<file path="config.mk">
export PLATFORM = sky130hd
export DESIGN_NAME = reg_file_initiator
export DESIGN_NICKNAME = d
export VERILOG_FILES = /design/src/rtl/reg_ctrl_pkg.sv /design/src/rtl/reg_file_initiator.sv
export SDC_FILE = /design/constraint.sdc
export NUM_CORES = 1
export LEC_CHECK = 0
export CORE_ASPECT_RATIO = 2
export CORE_MARGIN = 2
export CORE_UTILIZATION = 49
export CTS_BUF_LIST = sky130_fd_sc_hd__clkbuf_4
export CTS_CLUSTER_DIAMETER = 120
export CTS_CLUSTER_SIZE = 30
export DETAILED_ROUTE_END_ITERATION = 8
export PLACE_DENSITY = 0.79
export SLEW_MARGIN = 20
export SYNTH_ARGS = -nofsm -noshare
export SYNTH_HDL_FRONTEND = slang
export SYNTH_SLANG_ARGS = --single-unit
</file>
<file path="constraint.sdc">
create_clock -name clk -period 2.7 [get_ports clk]
set_clock_uncertainty 0.15 [all_clocks]
set_input_delay 0.27 -clock clk [delete_from_list [all_inputs] [get_ports clk]]
set_output_delay 0.27 -clock clk [all_outputs]
set_load 0.01 [all_outputs]
</file>
<file path="src/rtl/reg_ctrl_pkg.sv">
// Shared definitions for the register-file control path: default widths,
// command op-codes and the initiator FSM state encoding.
package reg_ctrl_pkg;

    localparam int DEF_DATA_W = 32;
    localparam int DEF_ADDR_W = 4;

    localparam logic [1:0] OP_READ  = 2'b00;
    localparam logic [1:0] OP_WRITE = 2'b01;
    localparam logic [1:0] OP_ADD   = 2'b10;
    localparam logic [1:0] OP_FILL  = 2'b11;

    typedef enum logic [2:0] {
        ST_IDLE     = 3'd0,
        ST_RD_ISSUE = 3'd1,
        ST_RD_WAIT  = 3'd2,
        ST_WR_ISSUE = 3'd3,
        ST_FILL     = 3'd4,
        ST_RSP      = 3'd5
    } state_e;

endpackage

</file>
<file path="src/rtl/reg_file_initiator.sv">
// Single-command initiator for the register file's shared read/write port.
// Every register-file strobe and the response are computed one cycle ahead.
module reg_file_initiator
    import reg_ctrl_pkg::*;
#(
    parameter int DATA_W     = DEF_DATA_W,
    parameter int ADDR_W     = DEF_ADDR_W,
    parameter int RD_LATENCY = 1
) (
    input  logic              clk,
    input  logic              rst,
    input  logic              cmd_valid,
    output logic              cmd_ready,
    input  logic [1:0]        cmd_op,
    input  logic [ADDR_W-1:0] cmd_addr,
    input  logic [DATA_W-1:0] cmd_data,
    output logic              rsp_valid,
    input  logic              rsp_ready,
    output logic [DATA_W-1:0] rsp_data,
    output logic              rf_read_en,
    output logic              rf_write_en,
    output logic [ADDR_W-1:0] rf_addr,
    output logic [DATA_W-1:0] rf_write_data,
    input  logic [DATA_W-1:0] rf_read_data
);

    // One past the last address: FILL stops when its pointer reaches this.
    localparam logic [ADDR_W:0] FILL_END = {1'b1, {ADDR_W{1'b0}}};
    localparam logic [1:0]      WAIT_INIT = 2'(RD_LATENCY - 1);

    state_e            state_q, state_d;
    logic [1:0]        op_q, op_d;
    logic [ADDR_W-1:0] caddr_q, caddr_d;
    logic [DATA_W-1:0] cdata_q, cdata_d;
    logic [DATA_W-1:0] sum_q, sum_d;
    logic [1:0]        wait_q, wait_d;
    logic [ADDR_W:0]   fill_q, fill_d;
    logic              rsp_valid_q, rsp_valid_d;
    logic [DATA_W-1:0] rsp_data_q, rsp_data_d;
    logic              rd_en_q, rd_en_d;
    logic              wr_en_q, wr_en_d;
    logic [ADDR_W-1:0] addr_q, addr_d;
    logic [DATA_W-1:0] wdata_q, wdata_d;

    assign cmd_ready     = (state_q == ST_IDLE) && rst;
    assign rsp_valid     = rsp_valid_q;
    assign rsp_data      = rsp_data_q;
    assign rf_read_en    = rd_en_q;
    assign rf_write_en   = wr_en_q;
    assign rf_addr       = addr_q;
    assign rf_write_data = wdata_q;

    // Next-state and next-cycle strobe/response decode.
    always_comb begin
        state_d     = state_q;
        op_d        = op_q;
        caddr_d     = caddr_q;
        cdata_d     = cdata_q;
        sum_d       = sum_q;
        wait_d      = wait_q;
        fill_d      = fill_q;
        rsp_valid_d = rsp_valid_q;
        rsp_data_d  = rsp_data_q;
        rd_en_d     = 1'b0;
        wr_en_d     = 1'b0;
        addr_d      = '0;
        wdata_d     = '0;
        case (state_q)
            ST_IDLE: begin
                if (cmd_valid && cmd_ready) begin
                    op_d    = cmd_op;
                    caddr_d = cmd_addr;
                    cdata_d = cmd_data;
                    addr_d  = cmd_addr;
                    case (cmd_op)
                        OP_READ, OP_ADD: begin
                            state_d = ST_RD_ISSUE;
                            rd_en_d = 1'b1;
                        end
                        OP_WRITE: begin
                            state_d = ST_WR_ISSUE;
                            wr_en_d = 1'b1;
                            wdata_d = cmd_data;
                        end
                        default: begin
                            state_d = ST_FILL;
                            wr_en_d = 1'b1;
                            wdata_d = cmd_data;
                            fill_d  = {1'b0, cmd_addr} + {{ADDR_W{1'b0}}, 1'b1};
                        end
                    endcase
                end else begin
                    state_d = ST_IDLE;
                end
            end
            ST_RD_ISSUE: begin
                state_d = ST_RD_WAIT;
                wait_d  = WAIT_INIT;
            end
            ST_RD_WAIT: begin
                if (wait_q == 2'd0) begin
                    if (op_q == OP_ADD) begin
                        state_d = ST_WR_ISSUE;
                        wr_en_d = 1'b1;
                        addr_d  = caddr_q;
                        wdata_d = rf_read_data + cdata_q;
                        sum_d   = rf_read_data + cdata_q;
                    end else begin
                        state_d     = ST_RSP;
                        rsp_valid_d = 1'b1;
                        rsp_data_d  = rf_read_data;
                    end
                end else begin
                    wait_d = wait_q - 2'd1;
                end
            end
            ST_WR_ISSUE: begin
                state_d     = ST_RSP;
                rsp_valid_d = 1'b1;
                rsp_data_d  = (op_q == OP_ADD) ? sum_q : '0;
            end
            ST_FILL: begin
                if (fill_q == FILL_END) begin
                    state_d     = ST_RSP;
                    rsp_valid_d = 1'b1;
                    rsp_data_d  = DATA_W'(FILL_END - {1'b0, caddr_q});
                end else begin
                    wr_en_d = 1'b1;
                    addr_d  = fill_q[ADDR_W-1:0];
                    wdata_d = cdata_q;
                    fill_d  = fill_q + {{ADDR_W{1'b0}}, 1'b1};
                end
            end
            ST_RSP: begin
                if (rsp_ready) begin
                    state_d     = ST_IDLE;
                    rsp_valid_d = 1'b0;
                    rsp_data_d  = '0;
                end else begin
                    state_d = ST_RSP;
                end
            end
            default: begin
                state_d     = ST_IDLE;
                rsp_valid_d = 1'b0;
                rsp_data_d  = '0;
            end
        endcase
    end

    // State and output registers with synchronous active-low reset.
    always_ff @(posedge clk) begin
        if (!rst) begin
            state_q     <= ST_IDLE;
            op_q        <= 2'b00;
            caddr_q     <= '0;
            cdata_q     <= '0;
            sum_q       <= '0;
            wait_q      <= 2'd0;
            fill_q      <= '0;
            rsp_valid_q <= 1'b0;
            rsp_data_q  <= '0;
            rd_en_q     <= 1'b0;
            wr_en_q     <= 1'b0;
            addr_q      <= '0;
            wdata_q     <= '0;
        end else begin
            state_q     <= state_d;
            op_q        <= op_d;
            caddr_q     <= caddr_d;
            cdata_q     <= cdata_d;
            sum_q       <= sum_d;
            wait_q      <= wait_d;
            fill_q      <= fill_d;
            rsp_valid_q <= rsp_valid_d;
            rsp_data_q  <= rsp_data_d;
            rd_en_q     <= rd_en_d;
            wr_en_q     <= wr_en_d;
            addr_q      <= addr_d;
            wdata_q     <= wdata_d;
        end
    end

endmodule

</file>
==> results.ini, run 1 <==
[synthesis]
yosys.area_share.xor_xnor=0.0285
synth_edf_count=0
synth_warnings=0
yosysTopAreaCellShare=0.393
synth_compound_area_frac=0.271
yosys-top-cells-area=dfxtp_1 39%, a21oi_1 7.8%, nand2_1 7.3%
synth-adder-area-share=0.0579
ys.flop_type=dfxtp_1
synthCells=958
synth_top_cells_by_count=151 x dfxtp_1, 150 x nand2_1, 120 x a21oi_1
seq_area_frac_synth=0.393
synthMuxAreaShare=0.00650
synth-simple-area-share=0.196
synth_cell_types=72
syn-mean-instance-area_sq_um=8.03
synth_top_family_by_area=compound AO/OA/AOI/OAI gates
synth_top_area_cell=dfxtp_1
synth-async-reset-ratio=0
synth_most_common_cell=dfxtp_1
synth-seq-cells=151
synth_area_sq_mm=0.00769
synth_nets=1067

[sta]
post-route-period-util=1.04
fin_hold_ws_ns=0.104
slew_headroom=0.251
max_freq_ghz=0.356
post-route-min-period_ns=2.81
setup_viol_count_final=12
worst_pin_slew_ns=1.12
rsz0062_at_grt=yes
drv_slew=0
setup_slack_ns=-0.111
hold_viol_final=0

[floorplanning]
fp.dieW_um=92.6
die_y_um=181
io-pin-count=146
row_count=64
design.core.area_sq_mm=0.0153
start_util=0.503
dieArea_sq_mm=0.0168

[place]
gp_congestion=0.980
place_hpwl_um=18400
dp_slack_ns=-0.587
port_buffers=145
dpl_cell_area_sq_mm=0.00976

[cts]
cts_htree_levels=4
clock_path_buffers=2
cts.sinks=151
clock_latency_ns=0.57
cts.reportedPaths.clkPinSlew_ns=0.15
cts_hold_buffers=0
root_buffer=clkbuf_4
cts_tree=built
numCtsBuffers=17

[worst_setup_path]
critical_path_class=register to register
r2r_start=cdata_q[0]
start_kind=register
r2r_end=sum_q[26]
reg2regPathDepth=11
startpoint=cdata_q[0]
reg2reg_setup_slack_ns=-0.11
cp_data_required_time_ns=3.01
path_max_fanout=5
endpoint_kind=register
cp.arrival_ns=3.12

[outcome]
violations=setup timing
status=finished, violations left

[detailed_routing]
drc=0
drtAntennaViolNets=0
via_per_inst=5.96
routed-via-count=8153
drtIter0Drc=511
dr.pass1.iters=5
post_drt_wl_per_cell_um=18.9
wl_um=25800

[finish]
utilization=0.670
fin_area_sq_mm=0.0103
fin_nets=1266
area_delta_synth_final_pct=33.3
final_layout_size_suffix_gt1_frac=0.152

[grt]
antenna_found_initial=1
grt_first_pass_wirelength_um=40500
overflow=0
grt_max_degree=41
grt_pass1_vias=8276
grtUsageTotal=0.306

[flow_run]
maxCapViolCount=0

[worst_hold_path]
hold_end=cdata_q[26]
hold_path.class=input port to register
hp-start=cmd_data[26]
min_path_cells=3

[pwr]
pwr-share-seq=0.379
leakagePower_nw=4.04
p_total_mw=6.88
power.density_mw_per_mm2=671
swShare=0.393
intPower_mw=4.18
clkPwrFrac=0.204
peakVddDrop_mv=0.426
combPwrFrac=0.417
p_switching_mw=2.71

-- layout make-up --
class | instances | area (sq um)
clock buffer | 17 | 128
tap | 198 | 248
fill | 1307 | 5040
timing repair buffer | 244 | 2210
multi-input combinational | 729 | 4450
inverter | 14 | 52.6
clock inverter | 15 | 143
antenna | 1 | 2.50
sequential | 151 | 3020
-- routing by layer --
| layer | vias to the layer above | share of wire | GRT usage |
|---|---|---|---|
| met3 | 105 | 0.046 | 0.0442 |
| met2 | 351 | 0.55 | 0.575 |
| met4 | 0 | 0.054 | 0.196 |
| li1 | 3823 | - | - |
| met1 | 3874 | 0.35 | 0.302 |
| met5 | - | 0 | 0 |
-- how the worst max path moves through the flow --
stage	end	cells after the start
final	sum_q[26]	11
after global routing	rf_write_data[22]	11
after CTS	rf_write_data[18]	11
after detailed placement	sum_q[26]	12
after global placement	sum_q[26]	12
after floorplan	rf_write_data[18]	10
-- power by group through the flow --
stage	Sequential, mW	Combinational (mW)	Clock (mW)
after floorplan	2.63	1.65	0
after global placement	2.65	2.65	0
after detailed placement	2.65	2.68	0
after CTS	2.60	2.75	1.42
after global routing	2.63	3.09	1.51
final	2.61	2.87	1.40
-- logic make-up after synthesis --
kind of cell               after synthesis
AOI/OAI and AO/OA                      315
xor gates and xnor gates                25
adders and majority gates               35
buffers and inverters                   78
DFF                                    151
muxes                                    5
and+or+nand+nor                        349
-- worst max-delay path, stage by stage (launching register included) --
cell	delay, ns
dfxtp_2	0.36
ha_4	0.16
fa_2	0.34
a211oi_2	0.29
o21ai_2	0.10
a21o_1	0.20
o41ai_2	0.30
buf_4	0.19
a21bo_4	0.17
o21ai_2	0.07
xor2_1	0.16
a22o_1	0.23
-- flip-flops by register name (all words and copies together), names as in the netlist --
signal,count
caddr_q,4
wait_q,2
rf_addr,4
rsp_data,32
cdata_q,32
op_q,2
fill_q,5
state_q,3
rf_write_data,32
rf_write_en,1
rf_read_en,1
rsp_valid,1
sum_q,32
-- placed cells by master, fill, tap and decap left out, types with 5 or more instances in the layout --
cell / instances
nor3_1: 11
clkinvlp_4: 5
o21ai_2: 5
and3_1: 6
ha_1: 32
a31oi_1: 9
o21ai_0: 24
xnor2_1: 12
a22oi_1: 57
nor2b_1: 6
mux2i_1: 5
inv_1: 13
clkbuf_4: 17
a222oi_1: 6
nand2_1: 150
o22ai_1: 6
a22o_1: 7
nand3_1: 40
clkdlybuf4s50_1: 145
a21oi_2: 9
dfxtp_1: 150
xor2_1: 10
a21oi_1: 114
o2bb2ai_1: 8
and2_1: 5
nand2b_1: 6
o21a_1: 6
nor2_1: 103
a21o_1: 15
buf_4: 97
-- repair_timing --
item                                    4_1_cts  5_1_grt
gates resized for setup                       7       22
pin swaps                                     2       19
endpoints found under the setup margin       12       35
buffers inserted                              9        5
-- through the flow --
step                      setup TNS (ns)  std cells
after floorplan                        0        958
after global placement            -13.16       1323
after detailed placement          -14.59       1323
after CTS                        -0.0716       1364
after global routing               -2.07       1369
final                             -0.739       1369
Power figures use the tool's default switching activity.
==> run 2: changes to the inputs <==
--- a/config.mk
+++ b/config.mk
@@ -5,14 +5,15 @@
 export SDC_FILE = /design/constraint.sdc
 export NUM_CORES = 1
 export LEC_CHECK = 0
-export CORE_ASPECT_RATIO = 2
+export CORE_ASPECT_RATIO = 0.6
 export CORE_MARGIN = 2
-export CORE_UTILIZATION = 49
+export CORE_UTILIZATION = 50
 export CTS_BUF_LIST = sky130_fd_sc_hd__clkbuf_4
 export CTS_CLUSTER_DIAMETER = 120
 export CTS_CLUSTER_SIZE = 30
 export DETAILED_ROUTE_END_ITERATION = 8
-export PLACE_DENSITY = 0.79
+export HOLD_SLACK_MARGIN = 0.03
+export PLACE_DENSITY = 0.77
 export SLEW_MARGIN = 20
 export SYNTH_ARGS = -nofsm -noshare
 export SYNTH_HDL_FRONTEND = slang
==> constraint.sdc (replaced) <==
create_clock -name clk -period 3 [get_ports clk]
set_clock_uncertainty 0.15 [all_clocks]
set_input_delay 0.3 -clock clk [delete_from_list [all_inputs] [get_ports clk]]
set_output_delay 0.3 -clock clk [all_outputs]
set_load 0.01 [all_outputs]
==> run 2 against run 1 <==
The run now ends clean. Largest power group is now sequential cells. Worst hold slack improved by 0.066 ns. Sequential share of layout area rose by 1.4 points. Final area fell by 4.4%. Sequential power fell by 9.2%. First-iteration DRC count rose by 60%. Clock power fell by 11%. Register-to-register slack improved by 0.27 ns. Via count fell by 2.8%. Critical path depth did not move. Routed wire length fell by 4.4%. Critical endpoint is now rf_write_data[18]. Die area fell by 2.1%. Count of clock-buffer cells in the layout did not move.
==> results.ini, run 2 (synthesis results as in run 1) <==
[outcome]
status=complete, no violations

[worst_setup_path]
r2r_start=cdata_q[0]
r2r_end=rf_write_data[18]
reg2regPathDepth=11
start_kind=register
slowest_delay_ns=0.36
crit_family=compound AO/OA/AOI/OAI gates
crit_chain=ha_2, fa_2, a211oi_2, o21ai_2, a21o_1, o41ai_2, buf_4, nand2_2, a311oi_2, xor2_1, o22ai_1
crit_buf_inv=1
critical_path_class=register to register
path_max_fanout=3
cp_slowest_cell=dfxtp_2
cp.arrival_ns=3.11
cp_data_required_time_ns=3.27
reg2reg_setup_slack_ns=0.16
endpoint_kind=register
startpoint=cdata_q[0]

[cts]
cts_hold_buffers=0
root_buffer=clkbuf_4
numCtsBuffers=17
cts.reportedPaths.clkPinSlew_ns=0.14
clock_path_buffers=2
cts.sinks=151
clock_latency_ns=0.55
cts_tree=built
cts_htree_levels=4

[sta]
setup_tns_ns=0
worst_pin_slew_ns=1.10
drv_slew=0
max_freq_ghz=0.352
setup_viol_count_final=0
hold_viol_final=0
post-route-period-util=0.947
fin_hold_ws_ns=0.170
slew_headroom=0.267
post-route-min-period_ns=2.84

[grt]
overflow=0
antenna_found_initial=0
grt_first_pass_wirelength_um=39000
grt_max_degree=37
grtUsageTotal=0.300
grt_pass1_vias=7247

[pwr]
p_total_mw=5.98
leakagePower_nw=3.80
swShare=0.398
combPwrFrac=0.395
peakVddDrop_mv=0.322
p_switching_mw=2.38
clkPwrFrac=0.209
power.density_mw_per_mm2=610
pwr-share-seq=0.396
intPower_mw=3.60

[worst_hold_path]
hp-start=cmd_data[5]
hold_path.class=input port to register
hold_end=cdata_q[5]
min_path_cells=3

[place]
gp_congestion=0.927
place_hpwl_um=18100
dp_cells=1295
port_buffers=145

[finish]
fillers=1322
most-common-layout-cells=150 x nand2_1, 150 x dfxtp_1, 145 x clkdlybuf4s50_1
multi_input_area_sq_mm=0.00434
fin_cells=1328
seq_area_sq_mm=0.00302
final_layout_size_suffix_gt1_frac=0.105
area_delta_synth_final_pct=27.3
fin_nets=1221
diodes=0

[floorplanning]
start_util=0.506
row_count=35
die_y_um=100
design.core.area_sq_mm=0.0152
dieArea_sq_mm=0.0164
io-pin-count=146
fp.dieW_um=164

[detailed_routing]
drc=0
dr.pass1.iters=5
drtAntennaViolNets=0
routed-via-count=7927
drtIter0Drc=820
wl_um=24700
via_per_inst=5.97
post_drt_wl_per_cell_um=18.6

[flow_run]
maxCapViolCount=0

## run 2: cell types whose count changed in the layout (fill, tap and decap cells not counted), moves of 2 or more
cell and delta:
clkinvlp_4 -2, buf_4 -43, o21ai_0 +4, o21ai_1 -2, xnor2_2 -2, xnor2_1 +2, a21oi_2 -5, a21oi_1 +6
## run 2: how the worst max path moves through the flow
stage	to	depth (start not counted)
floorplan	rf_write_data[18]	10
global placement	sum_q[26]	12
detailed placement	rf_write_data[18]	12
CTS	rf_write_data[18]	11
global route	rf_write_data[18]	11
finish	rf_write_data[18]	11
## run 2: final cells by class
cell class / count / share of cell area
Clock inverter: 15 / 0.0144
Clock buffer: 17 / 0.0130
Multi-Input combinational cell: 729 / 0.443
Timing Repair Buffer: 199 / 0.190
Sequential cell: 151 / 0.309
Tap cell: 203 / 0.0259
Inverter: 14 / 0.00536
## run 2: metal layers
layer,vias up,part of all wire,routed length (um),global-route usage
met3,30,0.11,2820,0.0793
met1,3691,0.48,11800,0.468
met5,-,0,0,0
met2,461,0.40,9830,0.401
li1,3745,-,-,-
met4,0,0.0097,239,0.0776
## run 2: worst min-delay path: cells and delay by family
kind / cells / cell delay [ns]
buffers and inverters: 1 / 0.42
and+or+nand+nor: 2 / 0.10
## run 2: metrics by stage
stage               setup WS, ns   util  area, sq um
floorplan                  0.349      -         7690
global placement          -0.244  0.626         9510
detailed placement        -0.288  0.626         9510
CTS                        0.120  0.643         9770
global route             -0.0177  0.645         9800
finish                     0.160  0.645         9800
## run 2: power groups by stage
stage,combinational [mW],sequential (mW),clock [mW]
after detailed placement,2.28,2.40,0
after global routing,2.55,2.39,1.35
after global placement,2.25,2.39,0
after floorplan,1.49,2.36,0
after CTS,2.29,2.36,1.26
final,2.36,2.37,1.25
## run 2: timing repair
item,4_1_cts,5_1_grt
setup buffers,0,1
gates resized for setup,0,5
setup endpoints to repair,0,8
